===== config.mk =====
export PLATFORM = sky130hd
export DESIGN_NAME = ch_serializer_flat
export DESIGN_NICKNAME = d
export VERILOG_FILES = /design/src/rtl/ch_serializer_pkg.sv /design/src/rtl/ch_serializer_if.sv /design/src/rtl/ch_serializer.sv /design/src/flat_wrapper.sv
export SDC_FILE = /design/constraint.sdc
export NUM_CORES = 1
export LEC_CHECK = 0
export CORE_UTILIZATION = 42
export CTS_BUF_LIST = sky130_fd_sc_hd__clkbuf_16
export DETAILED_ROUTE_END_ITERATION = 6
export PLACE_DENSITY = 0.74
export SYNTH_ARGS = -nofsm -noshare
export SYNTH_HDL_FRONTEND = slang
export SYNTH_SLANG_ARGS = --single-unit

===== constraint.sdc =====
create_clock -name clk -period 5.3 [get_ports clk]
set_input_delay 1.06 -clock clk [delete_from_list [all_inputs] [get_ports clk]]
set_output_delay 1.06 -clock clk [all_outputs]
set_load 0.005 [all_outputs]

===== src/rtl/ch_serializer_pkg.sv =====
// Shared defaults and FSM encoding for the channel serializer.
package ch_pkg;

   localparam int NCH_DEF = 8;
   localparam int W_DEF   = 16;

   localparam logic [0:0] IDLE = 1'b0;
   localparam logic [0:0] SEND = 1'b1;

endpackage


===== src/rtl/ch_serializer_if.sv =====
// Frame-in / sample-out bus of the channel serializer.
interface ch_serializer_if
   import ch_pkg::*;
#(
   parameter int NCH = NCH_DEF,
   parameter int W   = W_DEF
);
   localparam int CW = $clog2(NCH);

   logic [CW:0]      numch;
   logic             in_strobe;
   logic [NCH*W-1:0] d_in;
   logic             out_ready;
   logic             out_valid;
   logic [W-1:0]     d_out;
   logic [CW-1:0]    ch_idx;
   logic [NCH-1:0]   ch_onehot;
   logic             sof;
   logic             eof;

   modport master (
      output numch, in_strobe, d_in, out_ready,
      input  out_valid, d_out, ch_idx, ch_onehot, sof, eof
   );

   modport slave (
      input  numch, in_strobe, d_in, out_ready,
      output out_valid, d_out, ch_idx, ch_onehot, sof, eof
   );

endinterface


===== src/rtl/ch_serializer.sv =====
// Captures a multi-channel frame on in_strobe and emits it one channel per transfer.
// Latency 1 from strobe to first sample; out_ready stalls in place; a strobe mid-frame is dropped and flagged.
module ch_serializer
   import ch_pkg::*;
#(
   parameter int NCH = NCH_DEF,
   parameter int W   = W_DEF
) (
   input  logic           clk,
   input  logic           rst_n,
   ch_serializer_if.slave bus,
   input  logic           clr_overrun,
   output logic           busy,
   output logic           overrun
);
   localparam int              CW    = $clog2(NCH);
   localparam logic [CW:0]     NCH_V = (CW+1)'(NCH);
   localparam logic [NCH-1:0]  ONE   = NCH'(1);

   logic [0:0]       state;
   logic [CW-1:0]    sel;
   logic [CW-1:0]    n_last;
   logic [NCH*W-1:0] frame;
   logic [CW:0]      n_eff;
   logic [CW-1:0]    n_last_nxt;
   logic             valid;
   logic             last;
   logic             xfer;
   logic             take;
   logic             drop;

   always_comb begin
      n_eff      = (bus.numch > NCH_V) ? NCH_V : bus.numch;
      n_last_nxt = CW'(n_eff - (CW+1)'(1));
   end

   assign valid = (state == SEND);
   assign last  = (sel == n_last);
   assign xfer  = valid & bus.out_ready;

   // A strobe landing on the final transfer chains straight into the next frame.
   assign take = bus.in_strobe & (bus.numch != '0) & (~valid | (xfer & last));
   assign drop = bus.in_strobe & valid & ~(xfer & last);

   always_ff @(posedge clk) begin
      if (!rst_n) begin
         state   <= IDLE;
         sel     <= '0;
         n_last  <= '0;
         overrun <= 1'b0;
      end else begin
         if (take) begin
            state  <= SEND;
            sel    <= '0;
            n_last <= n_last_nxt;
         end else if (xfer) begin
            if (last) begin
               state <= IDLE;
               sel   <= '0;
            end else begin
               sel <= sel + CW'(1);
            end
         end

         if (drop) begin
            overrun <= 1'b1;
         end else if (clr_overrun) begin
            overrun <= 1'b0;
         end
      end
   end

   always_ff @(posedge clk) begin
      if (take) begin
         frame <= bus.d_in;
      end
   end

   assign busy          = valid;
   assign bus.out_valid = valid;
   assign bus.d_out     = frame[sel*W +: W];
   assign bus.ch_idx    = sel;
   assign bus.ch_onehot = valid ? (ONE << sel) : '0;
   assign bus.sof       = valid & (sel == '0);
   assign bus.eof       = valid & last;

endmodule


===== src/flat_wrapper.sv =====
// flat-port wrapper written by rule: the top's interface ports become plain ports
module ch_serializer_flat import ch_pkg::*;
#(
   parameter int NCH = NCH_DEF,
   parameter int W   = W_DEF
)
  (clk, rst_n, clr_overrun, busy, overrun, bus_numch, bus_in_strobe, bus_d_in, bus_out_ready, bus_out_valid, bus_d_out, bus_ch_idx, bus_ch_onehot, bus_sof, bus_eof);
  ch_serializer_if #(.NCH(NCH), .W(W)) bus_i ();
  input  logic clk;
  input  logic rst_n;
  input  logic clr_overrun;
  output logic busy;
  output logic overrun;
  input wire logic [$bits(bus_i.numch)-1:0] bus_numch;
  input wire logic [$bits(bus_i.in_strobe)-1:0] bus_in_strobe;
  input wire logic [$bits(bus_i.d_in)-1:0] bus_d_in;
  input wire logic [$bits(bus_i.out_ready)-1:0] bus_out_ready;
  output wire logic [$bits(bus_i.out_valid)-1:0] bus_out_valid;
  output wire logic [$bits(bus_i.d_out)-1:0] bus_d_out;
  output wire logic [$bits(bus_i.ch_idx)-1:0] bus_ch_idx;
  output wire logic [$bits(bus_i.ch_onehot)-1:0] bus_ch_onehot;
  output wire logic [$bits(bus_i.sof)-1:0] bus_sof;
  output wire logic [$bits(bus_i.eof)-1:0] bus_eof;
  assign bus_i.numch = bus_numch;
  assign bus_i.in_strobe = bus_in_strobe;
  assign bus_i.d_in = bus_d_in;
  assign bus_i.out_ready = bus_out_ready;
  assign bus_out_valid = bus_i.out_valid;
  assign bus_d_out = bus_i.d_out;
  assign bus_ch_idx = bus_i.ch_idx;
  assign bus_ch_onehot = bus_i.ch_onehot;
  assign bus_sof = bus_i.sof;
  assign bus_eof = bus_i.eof;
  ch_serializer #(.NCH(NCH), .W(W)) u_core (.clk(clk), .rst_n(rst_n), .bus(bus_i), .clr_overrun(clr_overrun), .busy(busy), .overrun(overrun));
endmodule

==> results.tsv <==
stage	metric	value	unit
routing	route.detailed.drc	0	
final_layout	antenna_diodes	0	
final_layout	layout_common_cells	clkdlybuf4s50_1, edfxtp_1, nand2_1, mux4_2, clkbuf_16	
yosys	yosys_warnings	0	
clocking	post_cts_resize_count	0	
grt	vias_in_the_first_global_route	3368	
clocking	tritoncts_num_sinks	136	
clocking	htreeDepth	4	
worst_setup_path	cp-end-kind	primary output	
power_and_ir_drop	p_sw	0.5190	mW
yosys	syn_area	5423	um2
timing	timing.final.setup_violations	0	
final_layout	drive_gt1_frac	0.1432	
routing	post_drt_wl_per_cell	17.77	um
worst_setup_path	worstPathArrival	2.87	ns
routing	remaining_number_of_nets_flagged_by_the_antenna_check_after_routing	0	
yosys	netlist-cell-type-count	29	
power_and_ir_drop	total_leakage_power	2.711	nW
floorplanning	initial_utilization	0.4297	
routing	detail_route.first_pass.iterations	4	
job	max_cap_violations	0	
timing	maxSlewViolCount	0	
power_and_ir_drop	power.clock.fraction	0.413	
timing	hold_viol_final	0	
timing	relSlewSlack	0.3530	
grt	overflow	0	
grt	grt_first_pass_wirelength	17750	um
yosys	ff_latch_count_synth	136	
floorplanning	floorplan.io_pins	169	
final_layout	finish.cell_count_without_fillers	647	
clocking	clk-insertion-delay-late	0.41	ns
yosys	synthesis.nets	430	
timing	fmaxAchievable	254.5	MHz
routing	drt_iter0_drc	229	
final_layout	leading_cell_type_in_the_layout_fill_and_taps_excluded	clkdlybuf4s50_1	
yosys	synthCells	286	
timing	minimum_clock_period_after_layout	3.930	ns
power_and_ir_drop	power_density_relative_to_cell_area	335.2	nW/um2
final_layout	final_nets	606	
power_and_ir_drop	cell_internal_pwr	2.100	mW
power_and_ir_drop	pwr-share-comb	0.093	
routing	wirelength	11490	um
worst_setup_path	type_of_the_worst_setup_path	reg -> out	
placement	dp.final_hpwl	7998	um
timing	fin_hold_ws	0.4916	ns
worst_setup_path	crit_path_start_kind	register	
power_and_ir_drop	peakVddDrop	0.0002192	V
min_path	holdCritPathClass	reg -> reg	
floorplanning	chip_width	115.6	um
yosys	share_of_the_yosys_chip_area_belonging_to_registers	0.7383	
worst_setup_path	crit_path_max_fanout	21	
worst_setup_path	timing.reg2reg.setup_slack	2.82	ns
yosys	synth_enable_flop_cells	128	
clocking	cts_tree	built	
floorplanning	num_rows	41	
clocking	clk_path_buf_depth	2	
grt	grt_start_max_net_pins	86	
yosys	postSynth.asyncResetShare	0	
clocking	post_cts_hold_buffer_count	0	
run_status	outcome	completed	
final_layout	utilization	0.6191	
yosys	post_synth.cell_area_avg	18.96	um2
timing	max_slew.worst_pin.slew	0.9705	ns
final_layout	syn2layout_area_growth	44.07	%
grt	grt_resource_usage_total	0.1863	
placement	routability_congestion	0.7343	
clocking	post-cts-setup-buffers	0	
placement	placedCellCount	615	
floorplanning	core_area	12620	um2
clocking	clk_root_buffer_cell	clkbuf_16	
timing	final_min_period_over_clock_period	0.7415	
floorplanning	fp.dieArea	13370	um2
placement	portBuffers	168	
timing	worst_clk_skew	0.008430	ns
power_and_ir_drop	p_sw_frac	0.1982	
final_layout	multi_input_logic_area	1300	um2
final_layout	fillCellCount	913	
grt	initial_antenna_violation_count	0	
clocking	cts_inserted_buffers	17	
clocking	cts.reportedPaths.clkPinSlew	0.06	ns
power_and_ir_drop	share_seq_of_total_power	0.493	
routing	detail_route.vias_per_cell	4.791	
floorplanning	floorplan_die_height	115.6	um
worst_setup_path	critPathRequiredTime	4.24	ns
timing	grt_setup_unrepaired	no	
yosys	post_synth_top_flop	edfxtp_1	
timing	fin_setup_tns	0	ns
final_layout	layout.area.seq	4006	um2
power_and_ir_drop	report.power.total	2.619	mW
routing	routed-via-count	3100	
==> logic make-up (layout without fill, tap and decap cells) <==
family / after synthesis / in the layout / share of synthesized area
multiplexers: 33 / 33 / 0.1347
XOR/XNOR: 4 / 4 / 0.009230
AO/OA/AOI/OAI: 12 / 12 / 0.02054
adder cells (fa/ha/maj): 7 / 7 / 0.01615
buffers and inverters: 21 / 210 / 0.02284
flip-flops: 136 / 136 / 0.7383
AND/OR/NAND/NOR: 73 / 73 / 0.05814
==> per-layer routing <==
metal / wire (um) / vias up / GRT usage
met5: 0 / - / 0
met4: 159 / 0 / 0.07265
met3: 604 / 11 / 0.05962
met2: 6041 / 99 / 0.3194
met1: 4688 / 1522 / 0.2192
li1: - / 1468 / -
==> state kept, by name, summed over array words and instances, names as in the netlist <==
register              count
u_core.overrun            1
u_core.bus.ch_idx         3
u_core.frame            128
u_core.bus.out_valid      1
u_core.n_last             3
==> path summary, 6_finish.rpt <==
kind                                startpoint                             to  cells after the start
min reg2reg      u_core.n_last[2]$_SDFFE_PN0P_  u_core.n_last[2]$_SDFFE_PN0P_                      1
max reg2reg  u_core.bus.ch_idx[1]$_SDFFE_PP0N_     u_core.frame[67]$_DFFE_PP_                      4
min              u_core.n_last[2]$_SDFFE_PN0P_  u_core.n_last[2]$_SDFFE_PN0P_                      1
max          u_core.bus.ch_idx[0]$_SDFFE_PP0N_                  bus_d_out[13]                      5
==> Yosys cell counts, types with 2 or more instances <==
master | instances | area, um2
edfxtp_1 | 128 | 3844
nand2_1 | 53 | 198.9
mux4_2 | 32 | 720.7
dfxtp_1 | 8 | 160.2
ha_1 | 7 | 87.58
and3_1 | 6 | 37.54
inv_1 | 6 | 22.52
clkbuf_1 | 5 | 18.77
buf_6 | 4 | 45.04
a21oi_1 | 3 | 15.01
buf_2 | 3 | 15.01
buf_4 | 3 | 22.52
nand2b_1 | 3 | 18.77
nor2_1 | 3 | 11.26
and2_1 | 2 | 12.51
nand4_1 | 2 | 12.51
nor2b_1 | 2 | 12.51
o21a_1 | 2 | 15.01
o31a_1 | 2 | 17.52
xnor2_1 | 2 | 17.52
xnor2_2 | 2 | 32.53
==> worst max-delay path, stage by stage, from the launching register on <==
cell and delay, ns:
dfxtp_2 0.79, buf_4 0.48, mux4_2 0.56, nand2_1 0.10, nand2_1 0.08, clkdlybuf4s50_1 0.44
==> cell type report <==
| cell class | instances | share of cell area |
|---|---|---|
| Sequential cell | 136 | 0.5128 |
| Timing Repair Buffer | 172 | 0.2207 |
| Multi-Input combinational cell | 129 | 0.1664 |
| Clock buffer | 17 | 0.05445 |
| Inverter | 6 | 0.002883 |
| Clock inverter | 15 | 0.01521 |
| Tap cell | 172 | 0.02755 |
==> stage by stage <==
| step | setup slack [ns] | area (um2) |
|---|---|---|
| after detailed placement | 1.723 | 7268 |
| after floorplan | 0.2382 | 5423 |
| final | 1.370 | 7812 |
| after global placement | 1.764 | 7268 |
| after global routing | 1.161 | 7812 |
| after CTS | 1.276 | 7812 |
==> power groups by stage <==
| stage | Combinational, mW | Clock [mW] | Sequential (mW) |
|---|---|---|---|
| 2_1_floorplan | 0.0986 | 0 | 1.31 |
| 3_3_place_gp | 0.240 | 0 | 1.31 |
| 3_5_place_dp | 0.246 | 0 | 1.31 |
| 4_1_cts | 0.248 | 1.10 | 1.29 |
| 5_1_grt | 0.263 | 1.15 | 1.30 |
| 6_report | 0.244 | 1.08 | 1.29 |
Power figures use the tool's default switching activity.
==> variant 1 (same settings) <==
`W_DEF`: 16 -> 32.
--- a/src/rtl/ch_serializer_pkg.sv
+++ b/src/rtl/ch_serializer_pkg.sv
@@ -2,7 +2,7 @@
 package ch_pkg;
 
    localparam int NCH_DEF = 8;
-   localparam int W_DEF   = 16;
+   localparam int W_DEF   = 32;
 
    localparam logic [0:0] IDLE = 1'b0;
    localparam logic [0:0] SEND = 1'b1;
Interface: changed (resized bus_d_in and bus_d_out); port bits go from 169 to 313. No check against the original RTL was run, so the function may have changed too.
==> variant 1 against the original RTL <==
- setup slack worse by 0.020 ns
- sequential cell count grew 128
- final area is 87% higher
- clock skew increased by 0.0020 ns
- die area is 87% higher
- utilization shrank 0.29 points
- sequential share of layout area is 2.6 points higher
- non-clock buffer count rose by 145
- synthesized area up 89%
- clock power up 80%
- power is 87% higher
- combinational power increased by 83%
- critical path depth stayed put
- wire length grew 100%
==> variant 1: results (changes against the original RTL) <==
- Status: finished clean
- Port Buffers: 312 (+86%)
- DR WL met3: 1830 um (+200%)
- Gpl congestion: 0.746 (+1.6%)
- Commonest cells in the synthesized netlist: edfxtp_1 (256), nand2_1 (101), mux4_2 (64)
- Worst R2R Path Depth: 5 (+1)
- WL final: 23500 um (+100%)
- H-tree depth: 1 (-3)
- CP Max Fanout: 36 (+71%)
- Number of synthesized flops with an enable pin: 256 (+100%)
- Hold Path Sink: u_core.n_last[0]
- 1st-iter DRT viols: 407 (+78%)
- First-pass iteration count of the detailed router: 6 (+2)
- Register area share after synthesis: 76.6% (+2.8 points)
- Largest net degree at the start of global routing: 144 (+67%)
- FF-to-FF Start: u_core.bus.ch_idx[0]
- Metal2 WL: 11900 um (+97%)
- Syn nets: 776 (+80%)
- Fin nets: 1099 (+81%)
- Skew final: 0.0105 ns (+0.00203 ns)
- Min-delay src: u_core.n_last[0]
- Hold Worst Slack: 0.488 ns (-0.00363 ns)
- Gr usage total: 18.7% (+0.092 points)
- Lkg Pwr: 5.00 nW (+85%)
- GR met1 Demand/Resource: 22.6% (+0.70 points)
- Vias in the first global route: 6208 (+84%)
- Share of cells above drive strength 1: 13.8% (-0.52 points)
- Mux share of post-synthesis cell area: 14.2% (+0.70 points)
- M1 WL: 9100 um (+94%)
- First-pass GRT wire length: 34400 um (+94%)
- Crit-path slowest cell: dfxtp_4
- RR Endpoint: u_core.frame[176]
- Met2 Use GR: 32.7% (+0.75 points)
- Sw frac: 20.3% (+0.51 points)
- R2R Setup Slk: 2.39 ns (-0.43 ns)
- Hold Path Depth: 2 (+1)
- Data arrival, critical path: 2.89 ns (+0.02 ns)
- Dpl cell area: 0.0137 mm2 (+88%)
- Xor-xnor portion of the synthesized cell area: 0.342% (-0.58 points)
- Adder-Cell Fraction of Synth Area: 0.855% (-0.76 points)
## variant 1: cell types whose count changed after synthesis, sizes merged
cell    unedited run  this run
clkbuf             5         3
mux4              32        64
inv                6         5
buf               10        22
clkinv             0         1
edfxtp           128       256
nand2             53       101
## variant 1: layout make-up
| class | count | area [um2] | share of cell area [%] |
|---|---|---|---|
| Tap cell | 319 | 399 | 2.74 |
| Multi-Input combinational cell | 209 | 2190 | 15.0 |
| Inverter | 6 | 22.5 | 0.154 |
| Timing Repair Buffer | 317 | 3200 | 21.9 |
| Clock inverter | 23 | 205 | 1.41 |
| Clock buffer | 29 | 726 | 4.97 |
| Sequential cell | 264 | 7860 | 53.8 |
## variant 1: worst max-delay path by stage
stage	from	to
floorplan	bus_out_ready	u_core.n_last[0]
global placement	u_core.bus.ch_idx[0]	bus_d_out[13]
detailed placement	u_core.bus.ch_idx[0]	bus_d_out[13]
CTS	u_core.bus.ch_idx[0]	bus_d_out[4]
global route	u_core.bus.ch_idx[0]	bus_d_out[6]
finish	u_core.bus.ch_idx[0]	bus_d_out[4]
## variant 1: cells by family (layout without fill, tap and decap cells)
family	Yosys count	in the layout
AOI/OAI and AO/OA	12	12
xor gates and xnor gates	4	4
adders and majority gates	7	7
buffers and inverters	31	375
DFF	264	264
muxes	65	65
and+or+nand+nor	121	121
## variant 1: per-stage QoR
step	instances	worst slack [ns]
after detailed placement	1115	1.83
after global placement	1115	1.83
after global routing	1167	1.10
after CTS	1167	1.22
after floorplan	504	-0.194
final	1167	1.35
## variant 1: power by group through the flow
stage	Clock (mW)	Sequential (mW)	Combinational, mW
floorplan	0	2.55	0.174
global route	2.07	2.53	0.479
global placement	0	2.55	0.442
detailed placement	0	2.56	0.449
finish	1.94	2.51	0.447
CTS	1.99	2.52	0.453
==> variant 2 (config.mk and constraints unchanged) <==
Made on the original files. Make the reset (`rst_n`) asynchronous in one clocked block.
--- a/src/rtl/ch_serializer.sv
+++ b/src/rtl/ch_serializer.sv
@@ -42,7 +42,7 @@
    assign take = bus.in_strobe & (bus.numch != '0) & (~valid | (xfer & last));
    assign drop = bus.in_strobe & valid & ~(xfer & last);
 
-   always_ff @(posedge clk) begin
+   always_ff @(posedge clk or negedge rst_n) begin
       if (!rst_n) begin
          state   <= IDLE;
          sel     <= '0;
Check against the original RTL: differs if rst_n is asserted again (counterexample within 4 cycles, from zero or initial values and one cycle with rst_n low); with rst_n held inactive, the same outputs for 10 cycles.
==> variant 2 against the original RTL <==
- setup slack worse by 0.030 ns
- global-route usage down 0.40 points
- highest routed layer unchanged
- final area rose by 0.45%
- synthesized area rose by 0.12%
- clock skew increased by 0.0012 ns
- sequential cell count did not move
- first-iteration DRC count fell by 39%
- wire length fell by 1.3%
- largest cell class unchanged
- critical path type unchanged
Power is not compared: it rests on default switching activity, and its combinational part moved more than twofold at a synthesized area within 25%.
==> variant 2: results (changes against the original RTL) <==
- Status: finished clean
- Setup WS pre-CTS: 1.71 ns (-0.0126 ns)
- Xor-xnor portion of the synthesized cell area: 0.922% (-0.0011 points)
- Crit-path slowest cell: dfrtp_2
- Largest net degree at the start of global routing: 132 (+53%)
- Mux share of post-synthesis cell area: 14.1% (+0.61 points)
- 1st-iter DRT viols: 140 (-39%)
- Gr usage total: 18.2% (-0.40 points)
- Syn nets: 420 (-2.3%)
- Gpl congestion: 0.776 (+5.7%)
- Library cells used by synthesis: 27 (-6.9%)
- CP Max Fanout: 24 (+14%)
- Critical Path Max Stage Delay: 0.91 ns (+0.12 ns)
- Hpwl dp: 7720 um (-3.5%)
- Commonest cells in the synthesized netlist: edfxtp_1 (128), nand2_1 (48), mux4_2 (32)
- Adder-Cell Fraction of Synth Area: 1.61% (-0.0019 points)
- Vias in the first global route: 3227 (-4.2%)
- Post-synthesis compound-gate area fraction: 1.59% (-0.46 points)
- Area contributors post-synth: edfxtp_1 (71%), mux4_2 (13%), dfrtp_1 (3.7%)
- FILL cells: 946 (+3.6%)
- Post-synthesis async set-or-reset flop share: 5.88% (+5.9 points)
- Fin nets: 595 (-1.8%)
- Data arrival, critical path: 2.90 ns (+0.03 ns)
- First-pass GRT wire length: 17000 um (-4.1%)
- Register area share after synthesis: 74.5% (+0.65 points)
- Vias per cell: 4.89 (+2.1%)
variant 2: worst paths after layout:
check	start	end	slack, ns
min in group asynchronous	rst_n	u_core.overrun	0.94
max in group asynchronous	rst_n	u_core.bus.ch_idx[1]	4.04
worst min register to register	u_core.overrun	u_core.overrun	0.50
worst min-delay path	u_core.overrun	u_core.overrun	0.50
worst max-delay path	u_core.bus.ch_idx[0]	bus_d_out[9]	1.34
worst max register to register	u_core.bus.ch_idx[1]	u_core.n_last[0]	2.67
variant 2: layout make-up:
type	instances	area [um2]	area share [%]
Multi-Input combinational cell	118	1270	16.2
Sequential cell	136	4050	51.6
Clock inverter	15	149	1.90
Timing Repair Buffer	171	1720	21.9
Inverter	7	26.3	0.335
Tap cell	172	215	2.74
Clock buffer	17	425	5.42
variant 2: per-stage QoR:
stage,utilization [%],cell area [um2],instances
after detailed placement,57.6,7270,604
after CTS,62.2,7850,636
after global routing,62.2,7850,636
after floorplan,-,5430,276
after global placement,57.6,7270,604
final,62.2,7850,636
variant 2: per-layer routing:
metal / vias to the layer above / track usage [%] / part of all wire [%]
met3: 17 / 6.17 / 6.6
met4: 0 / 8.03 / 2.0
met1: 1534 / 21.3 / 39
li1: 1429 / - / -
met2: 132 / 30.8 / 52
met5: - / 0 / 0
variant 2: worst max-delay path, delay by kind of cell, from the launching register on:
family / cells / cell delay, ns
buffers and inverters: 2 / 0.85
DFF: 1 / 0.91
muxes: 1 / 0.55
and+or+nand+nor: 2 / 0.16
variant 2: cells by family (layout without fill, tap and decap cells):
kind of cell               Yosys count  after routing
xor gates and xnor gates             4              4
adders and majority gates            7              7
buffers and inverters               22            210
muxes                               36             36
AOI/OAI and AO/OA                    7              7
and+or+nand+nor                     64             64
DFF                                136            136
